### src/rtl/rob_rollback_unit.sv
// ROB branch-recovery rollback: walks back from the tail, squashing one entry per cycle, then restores the tail.
// Optional ROLLBACK_STATS_EN builds a saturating 16-bit counter of completed rollbacks.
module rob_rollback_unit #(
  parameter int unsigned PTR_WIDTH = 4
) (
  input  logic                 clk_i,
  input  logic                 reset_i,
  input  logic                 recover_i,
  input  logic [PTR_WIDTH-1:0] recover_ptr_i,
  input  logic [PTR_WIDTH-1:0] rob_tail_i,
  output logic                 busy_o,
  output logic                 squash_valid_o,
  output logic [PTR_WIDTH-1:0] squash_idx_o,
  output logic                 tail_restore_o,
  output logic [PTR_WIDTH-1:0] tail_restore_ptr_o,
  output logic                 done_o,
  output logic [PTR_WIDTH-1:0] squash_count_o,
  output logic                 recover_dropped_o,
  output logic [15:0]          rollback_events_o
);

  typedef enum logic [1:0] {IDLE, WALK, FINISH} state_e;

  localparam logic [PTR_WIDTH-1:0] ONE = PTR_WIDTH'(1);

  state_e               state_q, state_d;
  logic                 recover_prev_q;
  logic [PTR_WIDTH-1:0] rp_q, rp_d;
  logic [PTR_WIDTH-1:0] wp_q, wp_d;
  logic                 busy_q, busy_d;
  logic                 squash_valid_q, squash_valid_d;
  logic [PTR_WIDTH-1:0] squash_idx_q, squash_idx_d;
  logic                 tail_restore_q, tail_restore_d;
  logic [PTR_WIDTH-1:0] tail_restore_ptr_q, tail_restore_ptr_d;
  logic                 done_q, done_d;
  logic [PTR_WIDTH-1:0] squash_count_q, squash_count_d;
  logic                 dropped_q, dropped_d;

  logic                 recover_rise;
  logic [PTR_WIDTH-1:0] n_calc;
  logic [PTR_WIDTH-1:0] tail_dec;
  logic [PTR_WIDTH-1:0] rp_inc;
  logic [PTR_WIDTH-1:0] wp_dec;

  assign recover_rise = recover_i & ~recover_prev_q;
  assign tail_dec     = rob_tail_i - ONE;
  assign n_calc       = rob_tail_i - recover_ptr_i - ONE;
  assign rp_inc       = rp_q + ONE;
  assign wp_dec       = wp_q - ONE;

  // Every output is computed one cycle ahead from the next state so it can be registered.
  always_comb begin
    state_d            = state_q;
    rp_d               = rp_q;
    wp_d               = wp_q;
    squash_valid_d     = 1'b0;
    squash_idx_d       = squash_idx_q;
    tail_restore_d     = 1'b0;
    tail_restore_ptr_d = tail_restore_ptr_q;
    done_d             = 1'b0;
    squash_count_d     = squash_count_q;
    dropped_d          = recover_rise && (state_q != IDLE);

    unique case (state_q)
      IDLE: begin
        if (recover_rise) begin
          rp_d           = recover_ptr_i;
          squash_count_d = n_calc;
          if (n_calc != '0) begin
            state_d        = WALK;
            wp_d           = tail_dec;
            squash_valid_d = 1'b1;
            squash_idx_d   = tail_dec;
          end else begin
            state_d            = FINISH;
            tail_restore_d     = 1'b1;
            done_d             = 1'b1;
            tail_restore_ptr_d = recover_ptr_i + ONE;
          end
        end
      end
      WALK: begin
        // wp_q is the index being shown this cycle; the entry just above the branch ends the walk.
        if (wp_q == rp_inc) begin
          state_d            = FINISH;
          tail_restore_d     = 1'b1;
          done_d             = 1'b1;
          tail_restore_ptr_d = rp_inc;
        end else begin
          wp_d           = wp_dec;
          squash_valid_d = 1'b1;
          squash_idx_d   = wp_dec;
        end
      end
      FINISH: begin
        state_d = IDLE;
      end
      default: begin
        state_d = IDLE;
      end
    endcase

    busy_d = (state_d != IDLE);
  end

  always_ff @(posedge clk_i or posedge reset_i) begin
    if (reset_i) begin
      state_q            <= IDLE;
      recover_prev_q     <= 1'b0;
      rp_q               <= '0;
      wp_q               <= '0;
      busy_q             <= 1'b0;
      squash_valid_q     <= 1'b0;
      squash_idx_q       <= '0;
      tail_restore_q     <= 1'b0;
      tail_restore_ptr_q <= '0;
      done_q             <= 1'b0;
      squash_count_q     <= '0;
      dropped_q          <= 1'b0;
    end else begin
      state_q            <= state_d;
      recover_prev_q     <= recover_i;
      rp_q               <= rp_d;
      wp_q               <= wp_d;
      busy_q             <= busy_d;
      squash_valid_q     <= squash_valid_d;
      squash_idx_q       <= squash_idx_d;
      tail_restore_q     <= tail_restore_d;
      tail_restore_ptr_q <= tail_restore_ptr_d;
      done_q             <= done_d;
      squash_count_q     <= squash_count_d;
      dropped_q          <= dropped_d;
    end
  end

`ifdef ROLLBACK_STATS_EN
  logic [15:0] events_q;

  always_ff @(posedge clk_i or posedge reset_i) begin
    if (reset_i) begin
      events_q <= '0;
    end else if (done_d && (events_q != '1)) begin
      events_q <= events_q + 16'd1;
    end
  end

  assign rollback_events_o = events_q;
`else
  assign rollback_events_o = '0;
`endif

  assign busy_o             = busy_q;
  assign squash_valid_o     = squash_valid_q;
  assign squash_idx_o       = squash_idx_q;
  assign tail_restore_o     = tail_restore_q;
  assign tail_restore_ptr_o = tail_restore_ptr_q;
  assign done_o             = done_q;
  assign squash_count_o     = squash_count_q;
  assign recover_dropped_o  = dropped_q;

endmodule

### config.mk
export PLATFORM = sky130hd
export DESIGN_NAME = rob_rollback_unit
export DESIGN_NICKNAME = d
export VERILOG_FILES = /design/src/rtl/rob_rollback_unit.sv
export SDC_FILE = /design/constraint.sdc
export NUM_CORES = 1
export LEC_CHECK = 0
export ABC_CLOCK_PERIOD_IN_PS = 2900
export CAP_MARGIN = 10
export CORE_MARGIN = 2
export CORE_UTILIZATION = 25
export CTS_BUF_LIST = sky130_fd_sc_hd__clkbuf_4
export CTS_CLUSTER_SIZE = 25
export DETAILED_ROUTE_END_ITERATION = 8
export GPL_TIMING_DRIVEN = 0
export PLACE_DENSITY = 0.53
export SYNTH_ARGS = -nofsm -noshare
export SYNTH_HDL_FRONTEND = slang
export SYNTH_SLANG_ARGS = --single-unit
### constraint.sdc
create_clock -name clk_i -period 2.9 [get_ports clk_i]
set_input_delay 0.87 -clock clk_i [delete_from_list [all_inputs] [get_ports clk_i]]
set_output_delay 0.87 -clock clk_i [all_outputs]
set_load 0.02 [all_outputs]
======== Word level (Yosys, flattened, before mapping) ========
Cells that the tools add are included.
operators by class
  $add $sub $neg .......................... 6
  equality and inequality tests ........... 7
  mux-type cells .......................... 20
  bitwise logic cells ..................... 2
  reduce and logical (&&, ||, !) cells .... 9
operators with widths
  cell                 count
  $mux 4               6
  $pmux 4 s2           2
  $sub 4x1->4 const B  3
  $ne 2x2->1 const B   5
  $add 4x1->4 const B  2
  $reduce_and 4->1     2
  $mux 1               6
  $mux 2               3
  $reduce_bool 2->1    3
  $eq 4x4->1           1
  $pmux 1 s2           2
  $pmux 2 s2           1
  $reduce_bool 4->1    1
  $sub 4x4->4          1
  $eq 2x1->1 const B   1
  $logic_not 2->1      1
  $reduce_and 2->1     1
  $and 1x1->1          1
  $logic_and 1x1->1    1
  $not 1->1            1
storage, ports and cells
  register bits ........................... 23

======== Depth between registers and ports, before layout ========
Gate-level depths: netlist (run 1).
  depth in word-level cells ............... 7
  mapped depth ............................ 9

======== Worst setup path after synthesis (run 1) ========
Ideal clock, no wire load.
  path kind ............................... input -> register
  from .................................... input port recover_ptr_i[0]
  to ...................................... register squash_idx_q[0], in the netlist squash_idx_o[0]
  library setup time ...................... 0.125 ns
  arrival ................................. 2.764 ns
  data required time ...................... 2.775 ns
  setup slack ............................. 0.011 ns
  stages on the path ...................... 8
  cells stage by stage .................... inv_1 -> ha_1 -> fa_1 -> xor2_1 -> or3_1 -> o31ai_2 -> a21bo_2 -> mux2_4
on the way
  longest elaborated chain between the ends .. 5
ends and longest elaborated chain
  element                     line  source
  start: declaration          9     input logic [PTR_WIDTH-1:0] recover_ptr_i,
  $sub 4x4->4                 47    assign n_calc = rob_tail_i - recover_ptr_i - ONE;
  $sub 4x1->4                 47
  $reduce_bool 4->1           69    if (n_calc != '0) begin
  $ne 2x2->1 (no line)        -
  $reduce_and 4->1 (no line)  -
  end signal: assignment      127   squash_idx_q <= squash_idx_d;
  end: declaration            32    logic [PTR_WIDTH-1:0] squash_idx_q, squash_idx_d;
No other way between the ends.
A chain may end at the register's enable or synchronous reset.

======== Worst setup path in the final report (run 1) ========
  from .................................... input port rob_tail_i[0]
  to ...................................... register squash_idx_q[2], in the netlist squash_idx_o[2]
on the way
  longest elaborated chain between the ends .. 5
  elaborated cells on any way between the ends .. 9
  those cells by class .................... 3 x add/sub; 1 x eq/ne; 3 x mux; 2 x reduce/logical
ends and longest elaborated chain
  element                     line  source
  start: declaration          10    input logic [PTR_WIDTH-1:0] rob_tail_i,
  $sub 4x4->4                 47
  $sub 4x1->4                 47
  $reduce_bool 4->1           69
  $ne 2x2->1 (no line)        -
  $reduce_and 4->1 (no line)  -
Several ways; a longest one is shown, not always the timed one. The select of a mux whose other input is x is not followed.

==> reports/qor.yml, run 1 <==
fin_crit_ns: 2.809
numCtsBuffers: 3
p_per_area_nw_per_um2: 1049
synthMuxAreaShare_pct: 14.06
synth_top_family_by_area: "multiplexers"
initial_core_util_pct: 25.86
grt_overflow_total: 0
core_um2: 5507
die_w_um: 79.47
cts.htree.levels: 1
cts-root-buf: "clkbuf_4"
final_cells: 251
num_antenna_cells: 0
grtUsageTotal_pct: 10.04
cts_max_path_buffers: 2
syn_area_um2: 1424
dr.pass1.iters: 4
r2r-start: "state_q[1]"
detailed_place_hpwl_mm: 2.206
yosys_warnings: 0
syn_inst: 131
setup_viol: 0
gp_congestion: 0.7048
port_buffers: 27
holdPathEnd: "tail_restore_ptr_o[3]"
criticalPathCategory: "input pin to register"
holdWs_ns: 0.5261
post_drt_wl_per_cell_um: 11.21
critPathLaunchType: "input pin"
area_delta_synth_final_pct: 33.74
rows: 27
cp_max_fo: 5
rrSetupSlack_ns: 0.78
hold_path.startpoint: "tail_restore_ptr_o[3]"
pre_cts_slack_ns: -0.7598
vdd_drop_max_mv: 0.3089
seq_area_frac_synth_pct: 40.42
antenna_found_initial: 0
reg2reg_to: "squash_idx_o[2]"
drc_errors: 0
r2r_cells: 8
hold_buffers: 0
hp-class: "register to register"
dominantRegCellSynth: "dfrtp_1"
synth-seq-cells: 23
drtIter0Drc: 33
ant_nets: 0
timing.fmax_mhz: 356.0
die_area_um2: 6315
ys_async_sr_fraction_pct: 100.0
synth_compound_area_share_pct: 9.051
cts_tree: "yes"
synth_area_per_cell_um2: 10.87
worst_pin_slew_ns: 0.9225
synth_adder_area_share_pct: 6.678
viasPerCell: 4.024
io_pins: 44
synth_simple_gate_area_share_pct: 9.754
grt_pass1_vias: 1038
fin_tns_setup_ns: 0
clkTransAtPathRegs_ns: 0.14
rsz0062_at_grt: "false"
slowest_delay_ns: 0.37
post_dp_cell_area_um2: 1841
grt_max_degree: 24
fin_crit_sh_pct: 96.87
holdPathStages: 1
post-place-cells: 245
worst_slack_ns: 0.09067
power_leakage_nw: 0.9074
clkLatencyLatePin_ns: 0.32
slowest_stage: "fa_1"
synth-xor-area-share_pct: 7.381
cp-end-kind: "register"
max-cap-violations: 0
numClockSinks: 23
synth_edf_count: 0
vias: 1010
finalHoldViolCount: 0
timing.slew.headroom_pct: 38.44
die_h_um: 79.47
postLayoutCellArea_um2: 1904
slew_viol_final: 0
grt_pass1_wl_mm: 4.940
finalWirelength_mm: 2.813
yosysUniqueCellTypes: 31
required_ns: 3.11
worstPathArrival_ns: 3.02
fin_skew_ns: 0.01561
fin_nets: 198
worstPathCellList: "dlygate4sd2_1 > ha_2 > fa_1 > xor2_1 > or3_4 > o31ai_4 > a21bo_4 > mux2_4"
status: "finished clean"
drive_above_1_share_pct: 26.26
[cell usage after synthesis, types with 2 or more instances]
library cell / instances / area, um2
a21bo_2: 2 / 20.02
dfrtp_1: 23 / 575.6
o21ai_0: 3 / 15.01
nor3_1: 2 / 10.01
ha_1: 6 / 75.07
mux2i_1: 2 / 20.02
nor2_1: 5 / 18.77
nand3_1: 6 / 30.03
xnor2_1: 7 / 61.31
clkbuf_1: 2 / 7.510
mux2_4: 6 / 90.09
mux2_2: 8 / 90.09
xor2_1: 5 / 43.79
nand2b_1: 2 / 12.51
a21oi_1: 7 / 35.03
inv_1: 11 / 41.29
buf_4: 17 / 127.6
nand2_1: 4 / 15.01
[report_power, final]
part / switching, mW / leakage, nW / internal [mW]
clock: 0.0991 / 0.0184 / 0.0632
sequential: 0.132 / 0.273 / 0.475
combinational: 0.568 / 0.616 / 0.660
total: 0.799 / 0.907 / 1.20
[worst max-delay path by stage]
stage | startpoint | end | depth (start not counted)
after detailed placement | recover_ptr_i[0] | squash_idx_o[2] | 9
after global routing | rob_tail_i[0] | squash_idx_o[2] | 8
after floorplan | recover_ptr_i[0] | squash_idx_o[0] | 8
after CTS | recover_ptr_i[0] | squash_idx_o[2] | 9
after global placement | recover_ptr_i[0] | squash_idx_o[0] | 9
final | rob_tail_i[0] | squash_idx_o[2] | 8
[routing by layer]
metal	GRT usage, %	share of wire [%]	vias up
li1	-	-	511
met1	13.38	45	460
met2	15.97	46	35
met3	2.828	7.5	4
met4	2.586	0.82	0
met5	0	0	-
[registers in the layout (all words and copies together), names as in the netlist]
register	count
squash_count_o	4
squash_valid_o	1
rp_q	4
state_q	2
squash_idx_o	4
done_o	1
busy_o	1
tail_restore_ptr_o	4
recover_prev_q	1
recover_dropped_o	1
[timing repair]
action                                  in CTS  in global routing
resized for setup                           10                  3
buffers inserted                             2                  0
endpoints found under the setup margin      10                  7
[metrics by stage]
| step | util (%) | power [mW] |
|---|---|---|
| after CTS | 34.61 | 2.028 |
| after global routing | 34.58 | 2.177 |
| after floorplan | - | 1.413 |
| after global placement | 33.42 | 1.782 |
| after detailed placement | 33.42 | 1.798 |
| final | 34.58 | 1.997 |
[critical path, delay by kind of cell]
family | cells | cell delay, ns
AOI/OAI and AO/OA | 2 | 0.50
xor gates and xnor gates | 1 | 0.17
adders and majority gates | 2 | 0.57
buffers and inverters | 1 | 0.27
muxes | 1 | 0.29
and+or+nand+nor | 1 | 0.36
[area by class of cell]
type | count | area, um2
Tap cell | 72 | 90.09
Multi-Input combinational cell | 93 | 754.5
Fill cell | 581 | 3602
Buffer | 19 | 135.1
Sequential cell | 23 | 575.6
Clock buffer | 4 | 30.03
Timing Repair Buffer | 29 | 277.8
Inverter | 11 | 41.29
[cell usage in the layout, fill, tap and decap left out, types with 2 or more instances in the layout]
cell,Yosys,final
nand2b_1,2,2
mux2_4,6,6
conb_1,1,16
mux2i_1,2,2
nand2_1,4,4
o21ai_0,3,3
nand3_1,6,6
mux2_2,8,8
a21oi_1,7,6
inv_1,11,11
dlygate4sd2_1,0,4
buf_4,17,19
clkbuf_1,2,2
dfrtp_1,23,23
xnor2_1,7,7
xor2_1,5,5
clkbuf_4,0,4
ha_1,6,5
clkdlybuf4s50_1,0,21
nor2_1,5,5
nor3_1,2,2
[cells by family (layout without fill, tap and decap cells)]
logic type | after synthesis | after routing
buffers and inverters | 30 | 63
xor gates and xnor gates | 12 | 12
muxes | 16 | 16
other | 1 | 16
and+or+nand+nor | 25 | 25
AOI/OAI and AO/OA | 17 | 17
adders and majority gates | 7 | 7
DFF | 23 | 23
Note: power is estimated with default switching activity, not from simulation.
==> run 2: changes to the inputs <==
--- a/config.mk
+++ b/config.mk
@@ -9,11 +9,12 @@
 export CAP_MARGIN = 10
 export CORE_MARGIN = 2
 export CORE_UTILIZATION = 25
-export CTS_BUF_LIST = sky130_fd_sc_hd__clkbuf_4
+export CTS_BUF_LIST = sky130_fd_sc_hd__clkbuf_16
 export CTS_CLUSTER_SIZE = 25
 export DETAILED_ROUTE_END_ITERATION = 8
 export GPL_TIMING_DRIVEN = 0
 export PLACE_DENSITY = 0.53
+export SLEW_MARGIN = 20
 export SYNTH_ARGS = -nofsm -noshare
 export SYNTH_HDL_FRONTEND = slang
 export SYNTH_SLANG_ARGS = --single-unit
==> run 2 against run 1 <==
Largest cell class unchanged; non-clock buffer count up 2; sequential power increased by 0.7%; flip-flop and latch count stayed put; global-route usage shrank 0.14 points; clock-buffer cell count shrank 1; critical endpoint unchanged; die area is the same; setup slack worse by 0.0071 ns; sequential share of layout area shrank 0.91 points; combinational power is essentially flat; power grew 7.1%; utilization increased by 1.1 points; cell count is 0.80% higher.
==> reports/qor.yml, run 2 (synthesized netlist as in run 1, its figures left out) <==
status: "finished clean"  # unchanged
grt_pass1_wl_mm: 4.947  # was 4.940 mm
p_per_area_nw_per_um2: 1089  # was 1049 nW/um2
slew_viol_final: 0  # unchanged
worst_pin_slew_ns: 0.9214  # was 0.9225 ns
num_antenna_cells: 0  # unchanged
cp-end-kind: "register"  # unchanged
grt_overflow_total: 0  # unchanged
p_int_mw: 1.324  # was 1.198 mW
fin_skew_ns: 0.005231  # was 0.01561 ns
cts_tree: "yes"  # unchanged
vias: 1010  # unchanged
required_ns: 3.04  # was 3.11 ns
cts_max_path_buffers: 2  # unchanged
max-cap-violations: 0  # unchanged
switchingPower_mw: 0.8141  # was 0.7988 mW
power_mw: 2.138  # was 1.997 mW
final_common_cell: "dfrtp_1"  # unchanged
fin_crit_sh_pct: 97.12  # was 96.87%
drive_above_1_share_pct: 28.73  # was 26.26%
p_sw_share_pct: 38.08  # was 40.00%
post_drt_wl_per_cell_um: 11.16  # was 11.21 um
pwr-share-clk_pct: 13.8  # was 8.1%
detailed_place_hpwl_mm: 2.206  # unchanged
power_leakage_nw: 0.9283  # was 0.9074 nW
met2_length_mm: 1.329  # was 1.305 mm
power_frac_seq_pct: 28.6  # was 30.4%
pwr-share-comb_pct: 57.6  # was 61.5%
dr_wl_met3_um: 182  # was 210 um
io_pins: 44  # unchanged
finalWirelength_mm: 2.823  # was 2.813 mm
rows: 27  # unchanged
cts.htree.levels: 1  # unchanged
die_w_um: 79.47  # unchanged
clkLatencyLatePin_ns: 0.26  # was 0.32 ns
area_delta_synth_final_pct: 37.87  # was 33.74%
clkTransAtPathRegs_ns: 0.06  # was 0.14 ns
setup_viol: 0  # unchanged
cts-root-buf: "clkbuf_16"  # was clkbuf_4
grtUsageTotal_pct: 9.897  # was 10.04%
final_cells: 253  # was 251
critPathLaunchType: "input pin"  # unchanged
timing.slew.headroom_pct: 38.51  # was 38.44%
grt_max_degree: 24  # unchanged
dr.pass1.iters: 4  # unchanged
finalHoldViolCount: 0  # unchanged
ant_nets: 0  # unchanged
timing.fmax_mhz: 355.1  # was 356.0 MHz
drc_errors: 0  # unchanged
antenna_found_initial: 0  # unchanged
numCtsBuffers: 3  # unchanged
criticalPathCategory: "input pin to register"  # unchanged
vdd_drop_max_mv: 0.4215  # was 0.3089 mV
wl_met1_mm: 1.298  # was 1.273 mm
final_cell_mix: "dfrtp_1, buf_4, clkdlybuf4s50_1"  # was dfrtp_1, clkdlybuf4s50_1, buf_4
die_h_um: 79.47  # unchanged
gp_congestion: 0.7048  # unchanged
highest_layer: "met4"  # unchanged
drtIter0Drc: 46  # was 33
grt_pass1_vias: 1025  # was 1,038
hp-class: "register to register"  # unchanged
numClockSinks: 23  # unchanged
core_um2: 5507  # unchanged
post-place-cells: 245  # unchanged
viasPerCell: 3.992  # was 4.024
worstPathArrival_ns: 2.96  # was 3.02 ns
fin_tns_setup_ns: 0  # unchanged
fin_crit_ns: 2.816  # was 2.809 ns
rsz0062_at_grt: "false"  # unchanged
fin_nets: 200  # was 198
die_area_um2: 6315  # unchanged
initial_core_util_pct: 25.86  # unchanged
cp_max_fo: 5  # unchanged
port_buffers: 27  # unchanged
run 2: changes by cell type in the layout (fill, tap and decap cells not counted), sizes merged:
cell / previous run / this run
buf: 19 / 22
clkbuf: 7 / 6
dlymetal6s2s: 1 / 0
inv: 11 / 12
run 2: layout make-up:
cell class,count,area (um2)
fillers,576,3543
multi-input cells,93,757.0
flip-flops and latches,23,575.6
repair buffers,31,285.3
plain buffers,19,135.1
well taps,72,90.09
clock buffers,3,75.07
inverters,11,41.29
clock inverters,1,3.754
run 2: metrics by stage:
step | hold slack (ns) | area [um2] | utilization [%] | worst slack, ns
final | 0.5092 | 1963 | 35.65 | 0.08360
after global routing | 0.5309 | 1963 | 35.65 | 0.0009894
after CTS | 0.5144 | 1956 | 35.51 | 0.003701
after detailed placement | 0.4976 | 1841 | 33.42 | -0.7598
after global placement | 0.4933 | 1841 | 33.42 | -0.7557
after floorplan | 0.5034 | 1480 | - | 0.01136
run 2: worst paths after layout:
kind                                          to  slack [ns]                   from  cells after the start
min                        tail_restore_ptr_o[3]        0.51  tail_restore_ptr_o[3]                      1
max in group asynchronous                 done_o        1.21                reset_i                      2
max reg2reg                      squash_idx_o[2]        0.78             state_q[1]                      8
min in group asynchronous      squash_count_o[2]        1.13                reset_i                      2
max                              squash_idx_o[2]        0.08       recover_ptr_i[2]                      8
min reg2reg                tail_restore_ptr_o[3]        0.51  tail_restore_ptr_o[3]                      1
run 2: repair_timing:
action / 4_1_cts / 5_1_grt
setup endpoints to repair: 10 / 3
gates resized for setup: 13 / 6
buffers inserted: 2 / 2
gates cloned: 0 / 0
pin swaps: 0 / 3
hold buffers: 0 / 0
run 2: critical path: stages:
cell and delay (ns):
dlygate4sd2_1 0.28, inv_1 0.07, ha_1 0.34, xor2_1 0.19, or3_4 0.35, o31ai_4 0.26
a21bo_4 0.29, mux2_4 0.29
run 2: power groups by stage:
stage	Clock [mW]	Sequential (mW)	Combinational, mW
global route	0.323	0.638	1.36
CTS	0.312	0.613	1.24
detailed placement	0	0.617	1.18
global placement	0	0.618	1.16
floorplan	0	0.726	0.688
finish	0.295	0.611	1.23
run 2: layer usage:
metal / global-route usage [%] / vias up
met5: 0 / -
met4: 1.207 / 0
met3: 2.602 / 3
met2: 15.97 / 30
met1: 13.67 / 466
li1: - / 511
==> run 3: changes to the inputs <==
--- a/config.mk
+++ b/config.mk
@@ -8,13 +8,13 @@
 export ABC_CLOCK_PERIOD_IN_PS = 2900
 export CAP_MARGIN = 10
 export CORE_MARGIN = 2
-export CORE_UTILIZATION = 25
+export CORE_UTILIZATION = 50
 export CTS_BUF_LIST = sky130_fd_sc_hd__clkbuf_16
 export CTS_CLUSTER_SIZE = 25
 export DETAILED_ROUTE_END_ITERATION = 8
 export GPL_TIMING_DRIVEN = 0
-export PLACE_DENSITY = 0.53
-export SLEW_MARGIN = 20
+export PLACE_DENSITY = 0.9
+export SLEW_MARGIN = 25
 export SYNTH_ARGS = -nofsm -noshare
 export SYNTH_HDL_FRONTEND = slang
 export SYNTH_SLANG_ARGS = --single-unit
==> run 3 against run 2 <==
Via count increased by 4.4%; worst hold slack improved by 0.011 ns; clock skew decreased by 0.0036 ns; cell area decreased by 3.1%; sequential share of layout area increased by 0.93 points; sequential power increased by 0.7%; critical path type unchanged; clock power increased by 2%; largest cell class unchanged; largest power group unchanged.
==> reports/qor.yml, run 3 (synthesized netlist as in run 1, its figures left out) <==
status: "finished clean"  # unchanged
cp_max_fo: 4  # was 5
drc_errors: 0  # unchanged
r2r-start: "state_q[1]"  # unchanged
post_drt_wl_per_cell_um: 13.42  # was 11.16 um
r2r_cells: 8  # unchanged
grt_overflow_total: 0  # unchanged
rows: 19  # was 27
clkTransAtPathRegs_ns: 0.06  # about the same
post_dp_cell_area_um2: 1789  # was 1841 um2
p_per_area_nw_per_um2: 1127  # was 1089 nW/um2
gp_congestion: 0.8424  # was 0.7048
p_sw_share_pct: 38.90  # was 38.08%
vias: 1054  # was 1,010
core_um2: 2734  # was 5507 um2
viasPerCell: 5.019  # was 3.992
cp-end-kind: "register"  # unchanged
io_pins: 44  # unchanged
hp-class: "register to register"  # unchanged
cts_tree: "yes"  # unchanged
finalWirelength_mm: 2.819  # was 2.823 mm
postLayoutCellArea_um2: 1903  # was 1963 um2
hold_path.startpoint: "squash_count_o[3]"  # was tail_restore_ptr_o[3]
grt_pass1_wl_mm: 4.767  # was 4.947 mm
num_antenna_cells: 0  # unchanged
detailed_place_hpwl_mm: 2.125  # was 2.206 mm
grtUsageTotal_pct: 18.95  # was 9.897%
numCtsBuffers: 3  # unchanged
die_h_um: 57.37  # was 79.47 um
fin_crit_sh_pct: 97.67  # was 97.12%
worst_pin_slew_ns: 0.9040  # was 0.9214 ns
pre_cts_slack_ns: -0.7919  # was -0.7598 ns
fin_crit_ns: 2.833  # was 2.816 ns
slew_viol_final: 0  # unchanged
setup_viol: 0  # unchanged
max-cap-violations: 0  # unchanged
ant_nets: 0  # unchanged
dr.pass1.iters: 4  # unchanged
initial_core_util_pct: 52.08  # was 25.86%
final_common_cell: "dfrtp_1"  # unchanged
grt_pass1_vias: 1088  # was 1,025
pwr-share-comb_pct: 57.3  # was 57.6%
cts_max_path_buffers: 2  # unchanged
criticalPathCategory: "input pin to register"  # unchanged
power_leakage_nw: 0.9210  # was 0.9283 nW
drtIter0Drc: 13  # was 46
timing.fmax_mhz: 353.0  # was 355.1 MHz
die_w_um: 57.37  # was 79.47 um
area_delta_synth_final_pct: 33.66  # was 37.87%
rrSetupSlack_ns: 0.76  # was 0.78 ns
finalHoldViolCount: 0  # unchanged
die_area_um2: 3291  # was 6315 um2
worst_slack_ns: 0.06745  # was 0.08360 ns
power_mw: 2.146  # was 2.138 mW
fin_nets: 198  # was 200
switchingPower_mw: 0.8345  # was 0.8141 mW
final_cell_mix: "dfrtp_1, clkdlybuf4s50_1, buf_4"  # was dfrtp_1, buf_4, clkdlybuf4s50_1
cts-root-buf: "clkbuf_16"  # unchanged
cts.htree.levels: 1  # unchanged
clkLatencyLatePin_ns: 0.26  # about the same
numClockSinks: 23  # unchanged
vdd_drop_max_mv: 0.7186  # was 0.4215 mV
holdPathStages: 1  # unchanged
pwr-share-clk_pct: 14.0  # was 13.8%
required_ns: 3.05  # was 3.04 ns
p_int_mw: 1.311  # was 1.324 mW
drive_above_1_share_pct: 26.26  # was 28.73%
worstPathArrival_ns: 2.98  # was 2.96 ns
critPathLaunchType: "input pin"  # unchanged
hold_buffers: 0  # unchanged
reg2reg_to: "squash_idx_o[2]"  # unchanged
fin_skew_ns: 0.001582  # was 0.005231 ns
holdPathEnd: "squash_count_o[3]"  # was tail_restore_ptr_o[3]
rsz0062_at_grt: "false"  # unchanged
antenna_found_initial: 0  # unchanged
power_frac_seq_pct: 28.6  # about the same
holdWs_ns: 0.5201  # was 0.5092 ns
grt_max_degree: 24  # unchanged
port_buffers: 27  # unchanged
timing.slew.headroom_pct: 39.66  # was 38.51%
-- run 3: changes by cell type in the layout (fill, tap and decap cells not counted) --
cell / before / now
clkbuf_2: 1 / 0
dlygate4sd2_1: 4 / 5
a21oi_1: 6 / 7
inv_2: 2 / 1
buf_4: 21 / 19
buf_2: 1 / 0
a21oi_2: 1 / 0
inv_1: 10 / 11
clkdlybuf4s15_2: 0 / 1
-- run 3: worst max-delay path, stage by stage --
cell	delay (ns)
clkdlybuf4s15_2	0.22
inv_2	0.08
ha_2	0.19
fa_2	0.44
or3_4	0.41
o31ai_4	0.20
a21bo_4	0.28
mux2_4	0.30
-- run 3: area by class of cell --
type / instances / area [um2]
inverters: 11 / 41.29
well taps: 31 / 38.79
repair buffers: 29 / 280.3
clock buffers: 3 / 75.07
multi-input cells: 93 / 753.2
flip-flops and latches: 23 / 575.6
fillers: 207 / 830.8
clock inverters: 1 / 3.754
plain buffers: 19 / 135.1
-- run 3: timing repair --
item,CTS,global route
pin swaps,1,2
resized for setup,14,0
endpoints found under the setup margin,10,3
setup buffers,2,0
-- run 3: power groups by stage --
stage | Combinational [mW] | Sequential (mW) | Clock, mW
2_1_floorplan | 0.688 | 0.726 | 0
3_3_place_gp | 1.13 | 0.607 | 0
3_5_place_dp | 1.18 | 0.619 | 0
4_1_cts | 1.23 | 0.617 | 0.303
5_1_grt | 1.32 | 0.633 | 0.316
6_report | 1.23 | 0.615 | 0.301
-- run 3: layer usage --
metal	wire length (um)	up-vias	global-route usage, %
li1	-	506	-
met4	90	0	10.63
met1	1178	498	23.25
met3	128	11	2.721
met2	1421	39	31.82
met5	0	-	0
-- run 3: metrics by stage --
step                cells  utilization [%]  TNS [ns]
finish                210            69.61         0
global placement      204            65.45    -5.399
CTS                   210            69.61         0
global route          210            69.61         0
detailed placement    204            65.45    -6.489
floorplan             146                -         0
-- run 3: worst max-delay path by stage --
stage / slack (ns) / from / cells after the start / end
6_report: 0.07 / recover_ptr_i[0] / 8 / squash_idx_o[2]
5_1_grt: 0.01 / recover_ptr_i[2] / 8 / tail_restore_ptr_o[3]
4_1_cts: 0.02 / recover_ptr_i[0] / 8 / squash_idx_o[2]
3_5_place_dp: -0.79 / recover_ptr_i[0] / 9 / squash_idx_o[2]
3_3_place_gp: -0.67 / recover_ptr_i[0] / 9 / squash_idx_o[0]
2_1_floorplan: 0.01 / recover_ptr_i[0] / 8 / squash_idx_o[0]
